<file path="src/rtl/pattern_pkg.sv">
// pattern_pkg: shared state type, default widths and pointer-width helper
// for the pattern acknowledge path.
package pattern_pkg;
  typedef enum logic [1:0] {IDLE, RUN, ACK_LOW, RELEASE} state_t;
  localparam int DEF_IDX_W = 8;
  localparam int DEF_CNT_W = 8;
  localparam int DEF_FIFO_DEPTH = 4;
  function automatic int ptr_w(input int depth);
    return depth > 1 ? $clog2(depth) : 1;
  endfunction
endpackage

</file>
<file path="src/rtl/match_index_fifo.sv">
// match_index_fifo: show-ahead FIFO with registered flags; a push into a full
// FIFO without a simultaneous pop is dropped and reported on drop for one cycle.
module match_index_fifo
  import pattern_pkg::*;
#(
  parameter int WIDTH = DEF_IDX_W,
  parameter int DEPTH = DEF_FIFO_DEPTH
) (
  input  logic             clk,
  input  logic             rst_n,
  input  logic             push,
  input  logic             pop,
  input  logic [WIDTH-1:0] din,
  output logic [WIDTH-1:0] dout,
  output logic             empty,
  output logic             full,
  output logic             drop
);
  localparam int PW = ptr_w(DEPTH);
  logic [WIDTH-1:0] mem [DEPTH];
  logic [PW-1:0] wr_ptr, rd_ptr;
  logic [PW:0] used, used_next;
  logic do_pop, do_push;
  assign do_pop = pop && !empty;
  assign do_push = push && (!full || do_pop);
  assign drop = push && full && !do_pop;
  assign used_next = used + {{PW{1'b0}}, do_push} - {{PW{1'b0}}, do_pop};
  assign dout = mem[rd_ptr];
  always_ff @(posedge clk or negedge rst_n)
    if (!rst_n) begin
      for (int i = 0; i < DEPTH; i++) mem[i] <= '0;
      wr_ptr <= '0;
      rd_ptr <= '0;
      used <= '0;
      empty <= 1'b1;
      full <= 1'b0;
    end else begin
      if (do_push) mem[wr_ptr] <= din;
      if (do_push) wr_ptr <= wr_ptr + PW'(1);
      if (do_pop) rd_ptr <= rd_ptr + PW'(1);
      used <= used_next;
      empty <= used_next == '0;
      full <= used_next == (PW+1)'(DEPTH);
    end
endmodule

</file>
<file path="src/rtl/pattern_ack_controller.sv">
// pattern_ack_controller: acknowledges detector matches with a low pulse on ack,
// counts matches (saturating) and logs each match's byte index into a FIFO.
module pattern_ack_controller
  import pattern_pkg::*;
#(
  parameter int IDX_W = DEF_IDX_W,
  parameter int CNT_W = DEF_CNT_W,
  parameter int FIFO_DEPTH = DEF_FIFO_DEPTH,
  parameter int ACK_LOW_CYCLES = 1
) (
  input  logic             clk,
  input  logic             reset_sync,
  input  logic             data_valid,
  input  logic             found_pattern,
  input  logic             rd_en,
  output logic             ack,
  output logic [CNT_W-1:0] match_count,
  output logic [IDX_W-1:0] fifo_dout,
  output logic             fifo_empty,
  output logic             fifo_full,
  output logic             overflow
);
  localparam int LW = ptr_w(ACK_LOW_CYCLES) + 1;
  state_t state;
  logic [IDX_W-1:0] byte_idx;
  logic [LW-1:0] low_cnt;
  logic push, drop;
  assign push = state == RUN && found_pattern;
  match_index_fifo #(.WIDTH(IDX_W), .DEPTH(FIFO_DEPTH)) fifo (
    .clk(clk),
    .rst_n(reset_sync),
    .push(push),
    .pop(rd_en),
    .din(byte_idx),
    .dout(fifo_dout),
    .empty(fifo_empty),
    .full(fifo_full),
    .drop(drop)
  );
  // ack is registered alongside state so it changes on the same edge
  always_ff @(posedge clk or negedge reset_sync)
    if (!reset_sync) begin
      state <= IDLE;
      ack <= 1'b0;
      byte_idx <= '0;
      low_cnt <= '0;
      match_count <= '0;
      overflow <= 1'b0;
    end else begin
      overflow <= overflow | drop;
      case (state)
        IDLE: begin
          state <= RUN;
          ack <= 1'b1;
        end
        RUN:
          if (found_pattern) begin
            state <= ACK_LOW;
            ack <= 1'b0;
            low_cnt <= LW'(ACK_LOW_CYCLES - 1);
            match_count <= match_count + CNT_W'(match_count != '1);
          end else if (data_valid) byte_idx <= byte_idx + IDX_W'(1);
        ACK_LOW:
          if (low_cnt != '0) low_cnt <= low_cnt - LW'(1);
          else begin
            state <= RELEASE;
            ack <= 1'b1;
          end
        default:
          if (!found_pattern) state <= RUN;
      endcase
    end
endmodule

</file>
<file path="config.mk">
export PLATFORM = sky130hd
export DESIGN_NAME = pattern_ack_controller
export DESIGN_NICKNAME = d
export VERILOG_FILES = /design/src/rtl/pattern_pkg.sv /design/src/rtl/match_index_fifo.sv /design/src/rtl/pattern_ack_controller.sv
export SDC_FILE = /design/constraint.sdc
export NUM_CORES = 1
export LEC_CHECK = 0
export BUFFER_PORTS_ARGS = -buffer_cell sky130_fd_sc_hd__buf_2
export CELL_PAD_IN_SITES_DETAIL_PLACEMENT = 1
export CELL_PAD_IN_SITES_GLOBAL_PLACEMENT = 1
export CORE_MARGIN = 2
export CORE_UTILIZATION = 49
export CTS_CLUSTER_DIAMETER = 120
export DETAILED_ROUTE_END_ITERATION = 8
export GPL_TIMING_DRIVEN = 0
export HOLD_SLACK_MARGIN = 0.15
export PLACE_DENSITY_LB_ADDON = 0.1
export SLEW_MARGIN = 10
export SYNTH_ARGS = -nofsm -noshare
export SYNTH_HDL_FRONTEND = slang
export SYNTH_HIERARCHICAL = 1
export SYNTH_SLANG_ARGS = --single-unit
</file>
<file path="constraint.sdc">
create_clock -name clk -period 3.59 [get_ports clk]
set_input_delay 0 -clock clk [delete_from_list [all_inputs] [get_ports clk]]
set_output_delay 0 -clock clk [all_outputs]
set_load 0.03 [all_outputs]
</file>
After elaboration in Yosys (flattened, before gate mapping)
Index checks and enable logic that the tools add are counted.
{ "totals": {"inputBits": 5, "register_bits": 63} }
{ "classes": {"bitwise_logic": 4, "n_reduce_logical": 20, "add_sub_neg": 7, "n_eq_ne": 8, "muxes": 16, "magnitude_cmp": 3} }
{ "op_table": {"columns": ["op", "count"], "rows": [
  ["32-bit bitwise mux", 1],
  ["8-bit 2-to-1 mux", 3],
  ["8-bit binary-select mux with 2-bit select", 1],
  ["8-bit demux with 2-bit select", 1],
  ["3-bit AND reduction", 4],
  ["2-bit 2-to-1 mux", 5],
  ["8-bit by 1-bit adder with 8-bit output", 1],
  ["8-bit by 1-bit adder with 8-bit output (second input constant)", 1],
  ["8-bit inequality test (second input constant)", 1],
  ["3-bit >= comparator (second input constant)", 2],
  ["1-bit logical AND", 6],
  ["2-bit inequality test (second input constant)", 3],
  ["2-bit NOT with 3-bit output", 2],
  ["2-bit one-hot mux with 3 select lines", 1],
  ["2-bit by 1-bit adder with 2-bit output (second input constant)", 2],
  ["4-bit by 1-bit inequality test with 1-bit output (second input constant)", 1],
  ["2-bit one-hot mux with 2 select lines", 1],
  ["2-bit nonzero test", 2],
  ["3-bit by 1-bit adder with 3-bit output", 1],
  ["3-bit == test (second input constant)", 1],
  ["1-bit zero test", 3],
  ["3-bit zero test", 1],
  ["3-bit by 1-bit < comparator with 1-bit output (second input constant)", 1],
  ["1-bit one-hot mux with 3 select lines", 1],
  ["11 further kinds", 12]
]} }

Depth between registers and ports, before layout
Gate-level depths: netlist of run 1.
{ "logic_depth": {"ltp_word": 7, "depth_mapped": 15} }

Modules after synthesis
Netlist of run 1, hierarchy kept.
{ "by_module_without_submodules": {"columns": ["module", "area_each_um2", "seq_area_each_um2", "cells_per_inst", "n_inst"], "rows": [
  ["match_index_fifo", 1896.8, 1027.2, 119, 1],
  ["pattern_ack_controller", 1171.1, 550.5, 101, 1]
]} }

Worst setup path after synthesis of run 1
Ideal clock, no wire load.
{ "synth_path": {"kind": "reg2reg", "from": "register state[1]", "to": "register fifo.full", "path_stages_with_launch": 16, "path_slack_ps": 899, "synth_period_minus_slack_ps": 2691, "required_ps": 3502, "arrival_ps": 2602, "n_path_buf": 1, "cell_sequence": "dfrtp_1 > inv_1 > ha_1 > buf_6 > nand2_1 > inv_1 > a21boi_2 > inv_1 > ha_1 > inv_1 > ha_1 > inv_1 > fa_1 > xnor2_1 > xnor2_1 > nor3b_1"} }
{ "synth_via": {"elab_chain_cells": 6} }
{ "synth_rtl": {"columns": ["item", "line_no", "rtl"], "rows": [
  ["start, declared", "pattern_ack_controller.sv:24", "state_t state;"],
  ["start signal, assigned", "pattern_ack_controller.sv:43", "state <= IDLE;"],
  ["start signal, assigned", "pattern_ack_controller.sv:53", "state <= RUN;"],
  ["start signal, assigned", "pattern_ack_controller.sv:58", "state <= ACK_LOW;"],
  ["2-bit by 1-bit == test with 1-bit output", "pattern_ack_controller.sv:28", "assign push = state == RUN && found_pattern;"],
  ["1-bit logical AND", "pattern_ack_controller.sv:28", null],
  ["net push", "pattern_ack_controller.sv:27", "logic push, drop;"],
  ["1-bit logical AND", "match_index_fifo.sv:25", "assign do_push = push && (!full || do_pop);"],
  ["3-bit by 1-bit adder with 3-bit output", "match_index_fifo.sv:27", "assign used_next = used + {{PW{1'b0}}, do_push} - {{PW{1'b0}}, do_pop};"],
  ["3-bit by 1-bit subtractor with 3-bit output", "match_index_fifo.sv:27", null],
  ["net fifo.used_next[2]", "match_index_fifo.sv:22", "logic [PW:0] used, used_next;"],
  ["3-bit == test", "match_index_fifo.sv:43", "full <= used_next == (PW+1)'(DEPTH);"],
  ["end signal, assigned", "match_index_fifo.sv:43", null],
  ["end, declared", "match_index_fifo.sv:16", "output logic full,"]
]} }
The timed path passes the listed nets, and every way through them passes these cells.
A chain may end at the register's enable or synchronous reset.

Final worst setup path of run 1
Same ends and word-level chain as after synthesis.

==> impl_metrics.env, run 1 <==
export IMPL_status="finished clean"
export IMPL_async_flop_share_pct=100
export IMPL_clock_path_buffers=2
export IMPL_final_area_um2=3540
export IMPL_antenna_found_initial=0
export IMPL_syn_nets=241
export IMPL_numCtsBuffers=9
export IMPL_start_util_pct=51.2
export IMPL_synth_top_area_share_pct=50.6
export IMPL_min_from="found_pattern"
export IMPL_p_per_area_nw_per_um2=815
export IMPL_clock_latency_ps=340
export IMPL_area_delta_synth_final_pct=15.3
export IMPL_ios=25
export IMPL_dieArea_um2=6910
export IMPL_diodes=0
export IMPL_period_needed_ps=3050
export IMPL_post_cts_resized=0
export IMPL_placed_area_um2=3280
export IMPL_cts_tree="yes"
export IMPL_synth_cells=220
export IMPL_wl_um=5470
export IMPL_drc=0
export IMPL_row_count=28
export IMPL_rsz0062_at_grt="no"
export IMPL_ys_ff_latch=63
export IMPL_slew_viol_final=0
export IMPL_clk_pin_slew_ps=70
export IMPL_drive_gt1_share_pct=37.6
export IMPL_vias_per_cell=5.33
export IMPL_synthFlopType="dfrtp_1"
export IMPL_reg2reg_from="state[1]"
export IMPL_firstDrtPassIters=4
export IMPL_routedWlPerCell_um=16.2
export IMPL_die_x_um=83.1
export IMPL_dp_slack_ps=547
export IMPL_ys_seq_area_share_pct=51.4
export IMPL_fin_skew_ps=8.14
export IMPL_grt_use_total_pct=17.8
export IMPL_synth_top_area_cell="dfrtp_1"
export IMPL_peakVddDrop_uv=446
export IMPL_ctsRootBufferMaster="clkbuf_8"
export IMPL_die_h_um=83.1
export IMPL_vias=1801
export IMPL_slew_headroom_pct=48.3
export IMPL_worstPathArrival_ps=3310
export IMPL_setup_violations=0
export IMPL_path_class="reg2reg"
export IMPL_cts_sinks=63
export IMPL_end_kind="flip-flop"
export IMPL_io_buffers=24
export IMPL_grt_max_degree=64
export IMPL_tns_ps=0
export IMPL_fillers=600
export IMPL_htree_levels=3
export IMPL_path_max_fanout=10
export IMPL_grt_overflow_total=0
export IMPL_drtIter0Drc=47
export IMPL_synth_area_per_cell_um2=13.9
export IMPL_final_nets=279
export IMPL_grt_pass1_vias=1833
export IMPL_worst_pin_slew_ps=776
export IMPL_cp_start_kind="flip-flop"
export IMPL_antenna_left=0
export IMPL_p_leak_nw=1.73
export IMPL_hp_class="in2reg"
export IMPL_ys_types=43
export IMPL_finalCritPeriodShare_pct=85.1
export IMPL_fin_ws_ps=536
export IMPL_crit_start="state[1]"
export IMPL_final_hold_viol_count=0
export IMPL_dp_hpwl_um=3610
export IMPL_worstPathRequired_ps=3840
export IMPL_synth_top_cells_by_area="dfrtp_1, mux2_2, ha_1"
export IMPL_cap_violations=0
export IMPL_grt_pass1_wl_um=9350
export IMPL_core_area_um2=5990
export IMPL_routabilityCongestion=0.708
export IMPL_ys_warn_count=6
export IMPL_synth_edff_count=0
export IMPL_synth_cell_area_um2=3070
export IMPL_max_freq_mhz=327
-- Yosys cell counts (2+ instances only) --
library cell and n:
nand4_1 3, and3_1 4, xnor2_1 12, nand2_1 13
mux2_2 34, mux4_2 8, o31ai_1 2, nor3b_1 2
nor2_1 3, a21oi_4 4, ha_1 15, mux2_1 2
nand3_1 4, buf_2 2, buf_6 2, xor2_1 6
inv_1 14, dfrtp_1 62, nor3_1 4
-- timing repair --
action | 4_1_cts | 5_1_grt
hold buffers | 3 | 0
buffers inserted | 0 | 0
endpoints found under the hold margin | 68 | 0
-- worst paths after layout --
kind	to	slack, ps	depth (start not counted)
setup / recovery	fifo/full	540	15
setup reg to reg	fifo/full	540	15
max in group asynchronous	match_count[4]	2800	2
hold / removal	low_cnt[1]	170	4
hold reg to reg	overflow	470	1
min in group asynchronous	fifo/mem[29]	280	2
-- power by group --
group          total (W)  switching, W  internal, W
clock           0.000690      0.000261     0.000428
sequential       0.00110      0.000171     0.000925
combinational    0.00110      0.000600     0.000497
-- per-layer routing --
layer | vias up | part of all wire [%] | GRT usage (%)
met2 | 25 | 50 | 28.2
met4 | 0 | 2.3 | 9.69
met1 | 913 | 45 | 22.9
met5 | - | 0 | 0
li1 | 852 | - | -
met3 | 11 | 2.6 | 3.58
-- critical path, cell delays in order (launching register included) --
cell and delay [ps]:
dfrtp_1 420, inv_1 120, ha_1 190, buf_6 160, nand2_1 110, inv_1 160, a21boi_2 270, inv_1 80
ha_1 270, inv_1 50, ha_1 130, inv_1 50, fa_1 370, xnor2_1 150, xnor2_1 220, nor3b_1 220
-- layout make-up --
type	instances	area (um^2)	share of cell area [%]
buffer	6	41.3	1.17
sequential	63	1580	44.6
inverter	14	52.6	1.49
multi-input combinational	137	1400	39.5
clock inverter	3	65.1	1.84
tap	75	93.8	2.65
timing repair buffer	27	153	4.31
clock buffer	13	159	4.49
-- per-stage QoR --
step | hold slack (ps) | instances | utilization (%) | power, W
6_report | 174 | 338 | 59.1 | 0.00288
5_1_grt | 211 | 338 | 59.1 | 0.00308
4_1_cts | 172 | 338 | 59.1 | 0.00293
2_1_floorplan | -296 | 220 | - | 0.00193
3_3_place_gp | 345 | 319 | 54.8 | 0.00217
3_5_place_dp | 140 | 319 | 54.8 | 0.00222
-- state kept, by name, summed over array words and instances, names as in the netlist --
signal	flops
match_count	8
fifo/empty	1
fifo/used	3
state	2
fifo/rd_ptr	2
overflow	1
fifo/full	1
fifo/mem	32
low_cnt	2
ack	1
byte_idx	8
fifo/wr_ptr	2
-- kinds of logic after synthesis --
kind of cell               synth area share (%)
AOI/OAI and AO/OA                          4.20
adders and majority gates                  6.77
DFF                                        51.4
and+or+nand+nor                            9.50
muxes                                      19.9
buffers and inverters                      3.06
xor gates and xnor gates                   5.14
-- layout by cell type (no fill, tap or decap), drive strengths merged, types with 3 or more instances in the layout --
cell type    count
dfrtp           62
mux2            37
buf             28
ha              15
clkbuf          15
inv             14
nand2           13
xnor2           12
mux4             8
xor2             6
nor3             5
and3             4
nand3            4
a21oi            4
nand4            3
nor2             3
dlygate4sd3      3
Power figures use the tool's default switching activity.
==> run 2, diff against run 1 <==
Clock period 3.59 ns to 2.9 ns, I/O delays scaled along.
==> impl_metrics.env, run 2 (synthesis gave the netlist of run 1 again) <==
export IMPL_layout_common_cells="dfrtp_1, mux2_2, buf_2, ha_1"
export IMPL_numCtsBuffers=9
export IMPL_start_util_pct=51.2
export IMPL_grt_use_total_pct=18.0
export IMPL_grt_pass1_vias=1858
export IMPL_power_w=0.00372
export IMPL_regMostFlops="fifo/mem"
export IMPL_largest_reg_flops=32
export IMPL_worst_pin_slew_ps=777
export IMPL_max_stage_delay_ps=400
export IMPL_io_buffers=24
export IMPL_cp_common_cell="inv_1"
export IMPL_busiest_layer="met2"
export IMPL_ctsRootBufferMaster="clkbuf_8"
export IMPL_vias=1837
export IMPL_path_max_fanout=7
export IMPL_crit_chain="inv_2, ha_2, buf_6, nand2_2, inv_2, a21boi_4, inv_1, ha_1, inv_1, ha_1, inv_1, fa_2, xnor2_1, xnor2_1, nor3b_2"
export IMPL_clock_latency_ps=340
export IMPL_crit_buf_inv=6
export IMPL_worstPathArrival_ps=2940
export IMPL_firstDrtPassIters=4
export IMPL_grt_overflow_total=0
export IMPL_hold_ws_ps=171
export IMPL_antenna_left=0
export IMPL_worstPathRequired_ps=3160
export IMPL_peakVddDrop_uv=562
export IMPL_diodes=0
export IMPL_hp_class="in2reg"
export IMPL_core_area_um2=5990
export IMPL_grt_pass1_wl_um=9480
export IMPL_routabilityCongestion=0.708
export IMPL_finalCritPeriodShare_pct=92.4
export IMPL_final_nets=289
export IMPL_final_common_cell="dfrtp_1"
export IMPL_clk_pin_slew_ps=70
export IMPL_slew_headroom_pct=48.2
export IMPL_min_from="found_pattern"
export IMPL_drive_gt1_share_pct=42.1
export IMPL_period_needed_ps=2680
export IMPL_cp_start_kind="flip-flop"
export IMPL_routedWlPerCell_um=16.2
export IMPL_cap_violations=0
export IMPL_clock_path_buffers=2
export IMPL_antenna_found_initial=0
export IMPL_htree_levels=3
export IMPL_cp_top_family="adder cells"
export IMPL_p_leak_nw=1.77
export IMPL_fin_skew_ps=7.63
export IMPL_p_per_area_nw_per_um2=1020
export IMPL_grt_util_met2_pct=29.2
export IMPL_cts_tree="yes"
export IMPL_crit_start="state[1]"
export IMPL_largest_registers="fifo/mem (32), byte_idx (8), match_count (8)"
export IMPL_final_hold_viol_count=0
export IMPL_die_x_um=83.1
export IMPL_wl_um=5650
export IMPL_end_kind="flip-flop"
export IMPL_drtIter0Drc=51
export IMPL_status="finished clean"
export IMPL_drc=0
export IMPL_grt_max_degree=64
export IMPL_die_h_um=83.1
export IMPL_slowest_stage="dfrtp_1"
export IMPL_slew_viol_final=0
export IMPL_cts_sinks=63
export IMPL_path_class="reg2reg"
export IMPL_dieArea_um2=6910
export IMPL_dp_hpwl_um=3610
export IMPL_setup_violations=0
export IMPL_row_count=28
export IMPL_reg2reg_from="state[1]"
export IMPL_met1_usage_pct=22.8
export IMPL_ios=25
export IMPL_vias_per_cell=5.28
export IMPL_globalRouteMet3Util_pct=3.58
export IMPL_area_delta_synth_final_pct=18.4
export IMPL_max_freq_mhz=373
-- run 2: through the flow --
step,cells,setup slack (ps),TNS (ps),cell area (um^2),utilization (%)
final,348,221,0,3630,60.7
after global routing,348,-1.34,-1.34,3630,60.7
after CTS,341,43.7,0,3570,59.6
after detailed placement,319,-143,-163,3280,54.8
after global placement,319,-88.8,-88.8,3280,54.8
after floorplan,220,209,0,3070,-
-- run 2: worst register-to-register path, delay by kind of cell (launching register included) --
| family | cells | cell delay [ps] |
|---|---|---|
| adders and majority gates | 4 | 900 |
| buffers and inverters | 6 | 430 |
| DFF | 1 | 400 |
| AOI/OAI and AO/OA | 1 | 200 |
| and+or+nand+nor | 2 | 290 |
| xor gates and xnor gates | 2 | 370 |
-- run 2: routing by layer --
layer  share of wire, %  vias to the layer above
li1                   -                      872
met1                 44                      931
met2                 51                       23
met3                2.5                       11
met4                2.2                        0
met5                  0                        -
-- run 2: layout make-up --
type                    instances  area (um^2)
inverters                      14         52.6
multi-input cells             137         1420
repair buffers                 37          228
fillers                       596         2360
plain buffers                   6         41.3
well taps                      75         93.8
clock buffers                  13          159
flip-flops and latches         63         1580
clock inverters                 3         65.1
-- run 2: report_power, final --
group	switching [W]	leakage [nW]	total (W)	internal [W]
Sequential	0.000211	0.817	0.00136	0.00115
Clock	0.000326	0.114	0.000856	0.000530
Combinational	0.000788	0.844	0.00151	0.000720
Total	0.00132	1.77	0.00372	0.00240
-- run 2: repair_timing --
item / 4_1_cts / 5_1_grt
pin swaps: 2 / 2
endpoints found under the hold margin: 68 / 0
resized for setup: 4 / 3
buffers inserted: 3 / 7
hold buffers: 3 / 0
cloned: 0 / 0
setup endpoints to repair: 3 / 3
-- run 2: final timing paths --
kind	endpoint	depth (start not counted)	slack, ps
max	fifo/full	15	220
min	low_cnt[1]	4	170
max reg2reg	fifo/full	15	220
min reg2reg	overflow	1	470
max in group asynchronous	match_count[4]	2	2110
min in group asynchronous	fifo/mem[29]	2	280
